--- config.mk ---
export PLATFORM = sky130hd
export DESIGN_NAME = calc_exec_seq
export DESIGN_NICKNAME = d
export VERILOG_FILES = /design/src/rtl/calc_exec_seq.sv
export SDC_FILE = /design/constraint.sdc
export NUM_CORES = 1
export LEC_CHECK = 0
export ABC_AREA = 1
export BUFFER_PORTS_ARGS = -buffer_cell sky130_fd_sc_hd__buf_2
export CAP_MARGIN = 5
export CORE_ASPECT_RATIO = 1.75
export CORE_MARGIN = 2
export CORE_UTILIZATION = 64
export DETAILED_ROUTE_END_ITERATION = 7
export PLACE_DENSITY_LB_ADDON = 0.12
export SYNTH_ARGS = -nofsm -noshare
export SYNTH_HDL_FRONTEND = slang
export SYNTH_SLANG_ARGS = --single-unit
--- constraint.sdc ---
create_clock -name CLK_1K -period 3.2 [get_ports CLK_1K]
set_input_delay 0.48 -clock CLK_1K [delete_from_list [all_inputs] [get_ports CLK_1K]]
set_output_delay 0.48 -clock CLK_1K [all_outputs]
set_load 0.05 [all_outputs]
--- src/rtl/calc_exec_seq.sv ---
// calc_exec_seq -- calculator arithmetic sequencer.
//
// Accepts two packed-BCD operands and an opcode from the keypad controller.
// It converts them to binary, runs one operation, converts the result back to
// packed BCD and presents it to the display driver. Only one operation is in
// flight at a time.
//
// Build option: define CALC_SIGNED_SUB_EN to make a subtraction with A<B return
// the magnitude B-A with neg=1. Without it that case reports err and neg is tied 0.
//
// Ports:
//   CLK_1K      system clock (1 kHz)
//   RSTN        asynchronous active-low reset
//   start       request, sampled only while idle
//   opcode      0=pass A, a=add, b=sub, c=mul, d=div, others invalid
//   num_a/num_b packed-BCD operands, MS digit in the top nibble
//   busy        high from the cycle after acceptance until done
//   done        one-cycle pulse, result/err/neg valid from this cycle
//   num_result  packed-BCD result, held until the next done
//   err         overflow / divide-by-zero / bad digit / bad opcode
//   neg         result is negative (signed-sub build only)
module calc_exec_seq #(
  parameter int DIGITS = 6,
  parameter int BIN_W  = 20
) (
  input  logic                CLK_1K,
  input  logic                RSTN,
  input  logic                start,
  input  logic [3:0]          opcode,
  input  logic [4*DIGITS-1:0] num_a,
  input  logic [4*DIGITS-1:0] num_b,
  output logic                busy,
  output logic                done,
  output logic [4*DIGITS-1:0] num_result,
  output logic                err,
  output logic                neg
);

  localparam int BCD_W = 4 * DIGITS;
  localparam int PRD_W = 2 * BIN_W;
  localparam int CNT_W = $clog2(BIN_W + DIGITS);

  localparam logic [PRD_W-1:0] MAX_RES   = PRD_W'(10**DIGITS - 1);
  localparam logic [CNT_W-1:0] LOAD_LAST = CNT_W'(DIGITS - 1);
  localparam logic [CNT_W-1:0] ITER_LAST = CNT_W'(BIN_W - 1);

  localparam logic [3:0] OP_PASS = 4'h0;
  localparam logic [3:0] OP_ADD  = 4'ha;
  localparam logic [3:0] OP_SUB  = 4'hb;
  localparam logic [3:0] OP_MUL  = 4'hc;
  localparam logic [3:0] OP_DIV  = 4'hd;

  typedef enum logic [2:0] {
    S_IDLE,
    S_LOAD,
    S_EXEC,
    S_CHECK,
    S_TOBCD,
    S_DONE
  } state_t;

  state_t             state_q;
  logic [3:0]         op_q;
  logic [BCD_W-1:0]   a_sh_q, b_sh_q;     // operand digits, shifted out MS first
  logic [BIN_W-1:0]   acc_a_q, acc_b_q;   // binary operands; A doubles as quotient, B as multiplier
  logic [PRD_W-1:0]   mcand_q;            // left-shifting multiplicand
  logic [PRD_W-1:0]   res_q;              // binary result / product accumulator
  logic [BIN_W-1:0]   rem_q;              // division partial remainder
  logic [BIN_W-1:0]   bin_q;              // binary value being shifted into the BCD register
  logic [BCD_W-1:0]   bcd_q;
  logic [CNT_W-1:0]   cnt_q;
  logic               err_run_q;          // error seen during the current operation
  logic               lt_q;               // subtraction had A<B
  logic               busy_q, done_q, err_q;
  logic [BCD_W-1:0]   result_q;
`ifdef CALC_SIGNED_SUB_EN
  logic               neg_q;
`endif

  logic [3:0]         dig_a, dig_b;
  logic               dig_bad;
  logic [BIN_W-1:0]   acc_a_d, acc_b_d;
  logic [BIN_W:0]     div_sh;
  logic               div_ge;
  logic [BIN_W-1:0]   rem_d, quot_d;
  logic [BCD_W-1:0]   bcd_adj, bcd_d;

  // Decimal-to-binary step: acc = acc*10 + digit for both operands at once.
  assign dig_a   = a_sh_q[BCD_W-1 -: 4];
  assign dig_b   = b_sh_q[BCD_W-1 -: 4];
  assign dig_bad = (dig_a > 4'd9) || (dig_b > 4'd9);
  assign acc_a_d = acc_a_q * BIN_W'(10) + BIN_W'(dig_a);
  assign acc_b_d = acc_b_q * BIN_W'(10) + BIN_W'(dig_b);

  // Restoring division step: shift the next dividend bit into the remainder,
  // subtract the divisor when it fits, and shift the outcome into the quotient.
  assign div_sh = {rem_q, acc_a_q[BIN_W-1]};
  assign div_ge = (div_sh >= {1'b0, acc_b_q});
  assign rem_d  = div_ge ? BIN_W'(div_sh - {1'b0, acc_b_q}) : div_sh[BIN_W-1:0];
  assign quot_d = {acc_a_q[BIN_W-2:0], div_ge};

  // Double-dabble step: add 3 to every nibble >= 5, then shift in the next binary bit.
  always_comb begin
    bcd_adj = bcd_q;
    for (int i = 0; i < DIGITS; i++) begin
      if (bcd_q[4*i +: 4] >= 4'd5) bcd_adj[4*i +: 4] = bcd_q[4*i +: 4] + 4'd3;
    end
    bcd_d = BCD_W'({bcd_adj, bin_q[BIN_W-1]});
  end

  always_ff @(posedge CLK_1K or negedge RSTN) begin
    if (!RSTN) begin
      state_q   <= S_IDLE;
      op_q      <= '0;
      a_sh_q    <= '0;
      b_sh_q    <= '0;
      acc_a_q   <= '0;
      acc_b_q   <= '0;
      mcand_q   <= '0;
      res_q     <= '0;
      rem_q     <= '0;
      bin_q     <= '0;
      bcd_q     <= '0;
      cnt_q     <= '0;
      err_run_q <= 1'b0;
      lt_q      <= 1'b0;
      busy_q    <= 1'b0;
      done_q    <= 1'b0;
      err_q     <= 1'b0;
      result_q  <= '0;
`ifdef CALC_SIGNED_SUB_EN
      neg_q     <= 1'b0;
`endif
    end else begin
      done_q <= 1'b0;
      case (state_q)
        S_IDLE: begin
          if (start) begin
            a_sh_q    <= num_a;
            b_sh_q    <= num_b;
            op_q      <= opcode;
            acc_a_q   <= '0;
            acc_b_q   <= '0;
            cnt_q     <= '0;
            err_run_q <= 1'b0;
            lt_q      <= 1'b0;
            busy_q    <= 1'b1;
            state_q   <= S_LOAD;
          end
        end

        S_LOAD: begin
          acc_a_q <= acc_a_d;
          acc_b_q <= acc_b_d;
          a_sh_q  <= a_sh_q << 4;
          b_sh_q  <= b_sh_q << 4;
          if (dig_bad) err_run_q <= 1'b1;
          if (cnt_q == LOAD_LAST) begin
            // Prime the iterative units with the final operand values.
            cnt_q   <= '0;
            res_q   <= '0;
            rem_q   <= '0;
            mcand_q <= PRD_W'(acc_a_d);
            state_q <= (err_run_q || dig_bad) ? S_DONE : S_EXEC;
          end else begin
            cnt_q <= cnt_q + 1'b1;
          end
        end

        S_EXEC: begin
          case (op_q)
            OP_PASS: begin
              res_q   <= PRD_W'(acc_a_q);
              state_q <= S_CHECK;
            end
            OP_ADD: begin
              res_q   <= PRD_W'(acc_a_q) + PRD_W'(acc_b_q);
              state_q <= S_CHECK;
            end
            OP_SUB: begin
              if (acc_a_q >= acc_b_q) begin
                res_q <= PRD_W'(acc_a_q - acc_b_q);
              end else begin
                res_q <= PRD_W'(acc_b_q - acc_a_q);
                lt_q  <= 1'b1;
              end
              state_q <= S_CHECK;
            end
            OP_MUL: begin
              if (acc_b_q[0]) res_q <= res_q + mcand_q;
              mcand_q <= mcand_q << 1;
              acc_b_q <= acc_b_q >> 1;
              if (cnt_q == ITER_LAST) begin
                cnt_q   <= '0;
                state_q <= S_CHECK;
              end else begin
                cnt_q <= cnt_q + 1'b1;
              end
            end
            OP_DIV: begin
              if (cnt_q == '0 && acc_b_q == '0) begin
                err_run_q <= 1'b1;
                state_q   <= S_DONE;
              end else begin
                rem_q   <= rem_d;
                acc_a_q <= quot_d;
                if (cnt_q == ITER_LAST) begin
                  cnt_q   <= '0;
                  res_q   <= PRD_W'(quot_d);
                  state_q <= S_CHECK;
                end else begin
                  cnt_q <= cnt_q + 1'b1;
                end
              end
            end
            default: begin
              err_run_q <= 1'b1;
              state_q   <= S_DONE;
            end
          endcase
        end

        S_CHECK: begin
          bin_q <= res_q[BIN_W-1:0];
          bcd_q <= '0;
          cnt_q <= '0;
          if (res_q > MAX_RES) begin
            err_run_q <= 1'b1;
            state_q   <= S_DONE;
          end else if (lt_q) begin
`ifdef CALC_SIGNED_SUB_EN
            state_q <= S_TOBCD;
`else
            err_run_q <= 1'b1;
            state_q   <= S_DONE;
`endif
          end else begin
            state_q <= S_TOBCD;
          end
        end

        S_TOBCD: begin
          bcd_q <= bcd_d;
          bin_q <= bin_q << 1;
          if (cnt_q == ITER_LAST) begin
            cnt_q   <= '0;
            state_q <= S_DONE;
          end else begin
            cnt_q <= cnt_q + 1'b1;
          end
        end

        S_DONE: begin
          result_q <= err_run_q ? '0 : bcd_q;
          err_q    <= err_run_q;
`ifdef CALC_SIGNED_SUB_EN
          neg_q    <= lt_q && !err_run_q;
`endif
          done_q   <= 1'b1;
          busy_q   <= 1'b0;
          state_q  <= S_IDLE;
        end

        default: state_q <= S_IDLE;
      endcase
    end
  end

  assign busy       = busy_q;
  assign done       = done_q;
  assign num_result = result_q;
  assign err        = err_q;
`ifdef CALC_SIGNED_SUB_EN
  assign neg        = neg_q;
`else
  assign neg        = 1'b0;
`endif

endmodule

==> flow_summary.toml, run 1 <==
[floorplan]
die_h_um = 257
rows = 92
start_util_pct = 65.0
io_pins = 83
dieArea_um2 = 38300
core_um2 = 36100
die_width_um = 149

[placed_design]
dp_hpwl_um = 70000
portBuffers = 81
gp_congestion = 1.13

[grt]
grt_max_degree = 96
antenna_found_initial = 5
grt_use_total_pct = 48.4
grt_pass1_wl_um = 142000
first_global_vias = 26300
gr-total-overflow = 0

[detailed_routing]
post_drt_via_cell_ratio = 6.32
final_antenna_net_count = 0
dr.pass1.iters = 6
num_vias = 26300
drt-initial-drc-count = 2236
post_drt_wl_per_cell_um = 22.4
drc = 0
routed_wirelength_um = 93200

[synthesis]
netlist_top_cells_area = "dfrtp_1 (29%), nand2_1 (16%), ha_1 (11%)"
async_reset_ff_share_pct = 100
syn_area_um2 = 23500
synth_edf_count = 0
syn_nets = 3806
ys_seq_elements = 273
ys_seq_area_share_pct = 29.1
yosys-top-cells-count = "nand2_1 (993), inv_1 (388), nor2_1 (335)"
yosysTopAreaCell = "dfrtp_1"
synth_most_common_cell = "nand2_1"
synth_ff_type = "dfrtp_1"
netlist_instances = 3540
ys_types = 53
synth_top_cell_area_share_pct = 29.1
avgSynthCellArea_um2 = 6.63
yosysWarnings = 0

[clock_tree]
clock_sinks = 273
numCtsBuffers = 28
cts-root-buf = "clkbuf_16"
cts_tree = "built"
clk_path_buf_depth = 3
clkLatencyLatePin_ns = 0.59
htreeDepth = 1
clk_pin_slew_ns = 0.07

[power_and_ir_drop]
comb_power_share_pct = 69.9
p_leak_nw = 13.3
seqPwrFrac_pct = 18.3
p_sw_mw = 17.4
peakVddDrop_mv = 0.969
p_int_mw = 13.2
p_clk_share_pct = 11.8
power.density_nw_per_um2 = 1170
fin_total_pwr_mw = 30.6
swShare_pct = 56.7

[finish]
synthToLayoutAreaGrowth_pct = 11.5
layout-drive-gt1-share_pct = 9.04
fillers = 3011
final_nets = 3937
utilization_pct = 72.4

[setup_path]
worstRegToRegCells = 11
critPathArrivalTime_ns = 3.68
start_kind = "flop"
r2r_start = "res_q[17]"
r2r-end = "res_q[18]"
crit_path_max_fanout = 5
required_ns = 3.68
endpoint_kind = "flop"
worstSetupPathType = "flop to flop"
rrSetupSlack_ns = -0.002

[timing]
max_slew_margin_pct = 22.1
finClkSkew_ns = 0.0152
setup_tns_ns = -0.00241
hold_violations = 0
clock.fmax_mhz = 312
setup_viol = 1
holdWs_ns = 0.0932
tightest_slew_ns = 1.16
fin_ws_ns = -0.00241
timing.final.max_slew_violations = 0
fin_crit_ns = 3.20
finalCritPeriodShare_pct = 100

[status]
violations = "setup timing"
status = "complete, but fails checks"

[min_path]
min_to = "op_q[2]"
hold_start = "opcode[2]"
min_path_type = "primary input to flop"
min_path_cells = 3

[job]
cap_violations = 0
stage by stage:
stage | setup WS [ns] | cells | instance area, µm²
finish | -0.00241 | 4167 | 26200
global route | -0.0616 | 4163 | 26200
CTS | 0.0704 | 4159 | 26000
detailed placement | 0.101 | 4106 | 25000
global placement | 0.203 | 4106 | 25000
floorplan | 0.311 | 3540 | 23500
registers in the layout, indices dropped and copies added (netlist names):
| signal | cells |
|---|---|
| lt_q | 1 |
| cnt_q | 5 |
| res_q | 40 |
| state_q | 3 |
| bcd_q | 24 |
| err_run_q | 1 |
| acc_a_q | 20 |
| rem_q | 20 |
| acc_b_q | 20 |
| b_sh_q | 24 |
| busy | 1 |
| bin_q | 20 |
| op_q | 4 |
| num_result | 24 |
| mcand_q | 40 |
| err | 1 |
| a_sh_q | 24 |
| done | 1 |
placed cells by master, fill, tap and decap left out, types with 9 or more instances in the layout:
cell type,instances
nand2_1,988
inv_1,388
nor2_1,327
o21ai_0,294
a21oi_1,284
dfrtp_1,265
nand3_1,225
ha_1,196
buf_4,118
buf_2,80
nor3_1,73
nand4_1,54
xor2_1,50
clkbuf_16,29
a22oi_1,20
o22ai_1,18
o21bai_1,17
o21a_1,16
o211ai_1,15
a31oi_1,15
xnor2_1,14
nand3b_1,14
nor2_2,12
o21ai_1,11
a21o_1,11
a211oi_1,10
or2_2,10
inv_2,9
final cells by class:
| type | count | area [µm²] | area share (%) |
|---|---|---|---|
| timing repair buffer | 207 | 1450 | 5.54 |
| sequential | 273 | 6840 | 26.1 |
| tap | 470 | 588 | 2.25 |
| antenna | 4 | 10.0 | 0.0382 |
| inverter | 401 | 1510 | 5.75 |
| multi-input combinational | 2760 | 14800 | 56.5 |
| clock buffer | 31 | 743 | 2.84 |
| clock inverter | 21 | 251 | 0.961 |
power groups by stage:
stage | Sequential (mW) | Combinational [mW] | Clock (mW)
2_1_floorplan | 5.38 | 13.4 | 0
3_3_place_gp | 5.48 | 19.5 | 0
3_5_place_dp | 5.54 | 20.0 | 0
4_1_cts | 5.50 | 20.2 | 3.59
5_1_grt | 5.69 | 23.1 | 3.71
6_report | 5.61 | 21.4 | 3.61
logic make-up (layout without fill, tap and decap cells):
group | after synthesis | after routing | share of synthesized area, %
simple gates | 1733 | 1733 | 30.6
buf+inv | 507 | 660 | 8.51
other cells | 1 | 5 | 0.0160
flops | 273 | 273 | 29.1
xor+xnor | 65 | 65 | 2.42
fa+ha+maj | 211 | 211 | 11.5
compound gates | 750 | 750 | 17.8
layer usage:
layer	vias up	share of wire, %	wire [µm]	track usage [%]
met3	704	9.3	8670	13.8
met5	-	0.045	42	0
met4	6	14	13100	52.3
met1	12100	30	28200	44.8
met2	1549	46	43200	80.5
li1	12000	-	-	-
worst max path at each step:
stage	slack (ns)	endpoint	start
floorplan	0.31	mcand_q[16]	acc_a_q[1]
global placement	0.20	mcand_q[18]	acc_a_q[1]
detailed placement	0.10	acc_b_q[16]	acc_b_q[3]
CTS	0.07	acc_b_q[16]	acc_b_q[3]
global route	-0.06	mcand_q[18]	acc_a_q[3]
finish	-0.002	res_q[18]	res_q[17]
critical path: stages (launching register included):
cell	delay (ns)
dfrtp_1	0.53
ha_1	0.54
nand2_1	0.22
o21ai_0	0.50
a21oi_1	0.17
nand3_1	0.21
nand2_1	0.08
nand3_1	0.17
nand3_1	0.29
nand3b_1	0.27
nand2_1	0.06
nand2_1	0.04
timing repair:
item	4_1_cts	5_1_grt
buffers inserted	0	3
endpoints found under the hold margin	20	0
hold buffers	1	0
resized for setup	0	42
endpoints found under the setup margin	0	59
No activity file was read; power rests on OpenSTA's default activity.
==> run 2: changes to the inputs <==
- RECOVER_POWER: default -> 25
- TNS_END_PERCENT: default -> 1
==> flow_summary.toml, run 2 (synthesized netlist as in run 1, its figures left out) <==
[finish]
layout_common_cells = "nand2_1 (988), inv_1 (388), nor2_1 (326)"
layout-drive-gt1-share_pct = 9.00
synthToLayoutAreaGrowth_pct = 11.2
utilization_pct = 72.2
largestRegisters = "mcand_q (40), res_q (40)"
final_nets = 3934
fin_cells = 4168
multiInputGateArea_um2 = 14800
fillers = 3017
regArea_um2 = 6840
final_common_cell = "nand2_1"

[detailed_routing]
post_drt_via_cell_ratio = 6.33
dr.pass1.iters = 6
drc = 0
num_vias = 26400
drt-initial-drc-count = 2122
routed_wirelength_um = 93100
post_drt_wl_per_cell_um = 22.3
final_antenna_net_count = 0

[grt]
first_global_vias = 26300
grt_use_total_pct = 48.4
gr-total-overflow = 0
grt_max_degree = 96
grt_pass1_wl_um = 142000
antenna_found_initial = 5

[power_and_ir_drop]
p_leak_nw = 13.2
p_int_mw = 13.2
power.density_nw_per_um2 = 1170
comb_power_share_pct = 69.8
fin_total_pwr_mw = 30.5
peakVddDrop_mv = 0.967
p_clk_share_pct = 11.8
swShare_pct = 56.8
seqPwrFrac_pct = 18.4
p_sw_mw = 17.3

[clock_tree]
clk_pin_slew_ns = 0.07
clkLatencyLatePin_ns = 0.59
htreeDepth = 1
clock_sinks = 273
numCtsBuffers = 28
cts_tree = "built"
clk_path_buf_depth = 3
cts-root-buf = "clkbuf_16"

[min_path]
min_path_type = "primary input to flop"
min_path_cells = 3

[setup_path]
crit_path_max_fanout = 19
slowest_delay_ns = 0.44
required_ns = 3.73
crit_chain = "inv_1, ha_1, nand4_1, nand2_1, inv_1, a21oi_1, o21ai_0, nor2_2, nand2_1, buf_4, a21oi_1, nand2_1, nand2_1"
worstSetupPathType = "flop to flop"
endpoint_kind = "flop"
cpMaxStageDelayCell = "nor2_2"
cpMostUsedCell = "nand2_1"
critPathArrivalTime_ns = 3.72
worstRegToRegCells = 13
start_kind = "flop"

[timing]
setup_tns_ns = 0
holdWs_ns = 0.0956
tightest_slew_ns = 1.31
finClkSkew_ns = 0.00949
finalCritPeriodShare_pct = 99.7
timing.final.max_slew_violations = 0
max_slew_margin_pct = 12.7
fin_crit_ns = 3.19
setup_viol = 0
clock.fmax_mhz = 313
rsz0062_at_grt = "yes"
hold_violations = 0

[floorplan]
rows = 92
die_h_um = 257
die_width_um = 149
io_pins = 83
core_um2 = 36100
dieArea_um2 = 38300
start_util_pct = 65.0

[placed_design]
gp_congestion = 1.13
dp_hpwl_um = 70000
portBuffers = 81
dp.cells = 4106

[job]
cap_violations = 0

[status]
status = "complete, no violations"
## run 2: cell count changes in the layout (fill, tap and decap cells not counted), moves of 2 or more
cell and delta:
diode_2 +4, buf_12 -3, buf_4 -3, clkbuf_4 +3, ha_4 -2, nand3_1 -2
nand3_2 +2, nor2_2 +2
## run 2: what timing repair did
action,in CTS,in global routing
hold buffers,1,0
setup endpoints to repair,0,59
resized for setup,0,41
endpoints found under the hold margin,20,0
buffers inserted,0,0
## run 2: power by group through the flow
| stage | Clock, mW | Combinational [mW] | Sequential (mW) |
|---|---|---|---|
| after floorplan | 0 | 13.4 | 5.38 |
| after global placement | 0 | 19.5 | 5.48 |
| after detailed placement | 0 | 20.0 | 5.54 |
| after CTS | 3.59 | 20.2 | 5.50 |
| after global routing | 3.71 | 23.0 | 5.69 |
| final | 3.60 | 21.3 | 5.62 |
## run 2: routing by layer
metal / vias to the layer above / share of wire [%] / GRT usage (%) / routed length (µm)
met5: - / 0.014 / 0 / 13
met1: 12100 / 31 / 44.8 / 28500
met4: 2 / 14 / 52.3 / 12900
met3: 710 / 9.3 / 13.8 / 8640
li1: 12000 / - / - / -
met2: 1627 / 46 / 80.5 / 43100
## run 2: through the flow
stage | setup WS, ns | cell area, µm²
floorplan | 0.311 | 23500
global placement | 0.203 | 25000
detailed placement | 0.101 | 25000
CTS | 0.0704 | 26000
global route | -0.0556 | 26100
finish | 0.00881 | 26100
## run 2: final timing paths
kind / start / to / slack [ns]
min: opcode[1] / op_q[1] / 0.1
min in group asynchronous: RSTN / mcand_q[30] / 0.71
max reg2reg: cnt_q[1] / res_q[7] / 0.009
max: cnt_q[1] / res_q[7] / 0.009
max in group asynchronous: RSTN / done / 0.44
min reg2reg: num_result[14] / num_result[14] / 0.48
## run 2: area by class of cell
class / instances / share of cell area (%)
inverter: 401 / 5.77
multi-input combinational: 2760 / 56.6
clock inverter: 21 / 0.964
sequential: 273 / 26.2
tap: 470 / 2.25
clock buffer: 31 / 2.85
timing repair buffer: 204 / 5.29
antenna: 8 / 0.0767
## run 2: critical path, delay by kind of cell (launching register included)
kind	cells	cell delay, ns
and+or+nand+nor	6	1.08
adders and majority gates	1	0.16
buffers and inverters	3	0.57
AOI/OAI and AO/OA	3	0.90
DFF	1	0.42
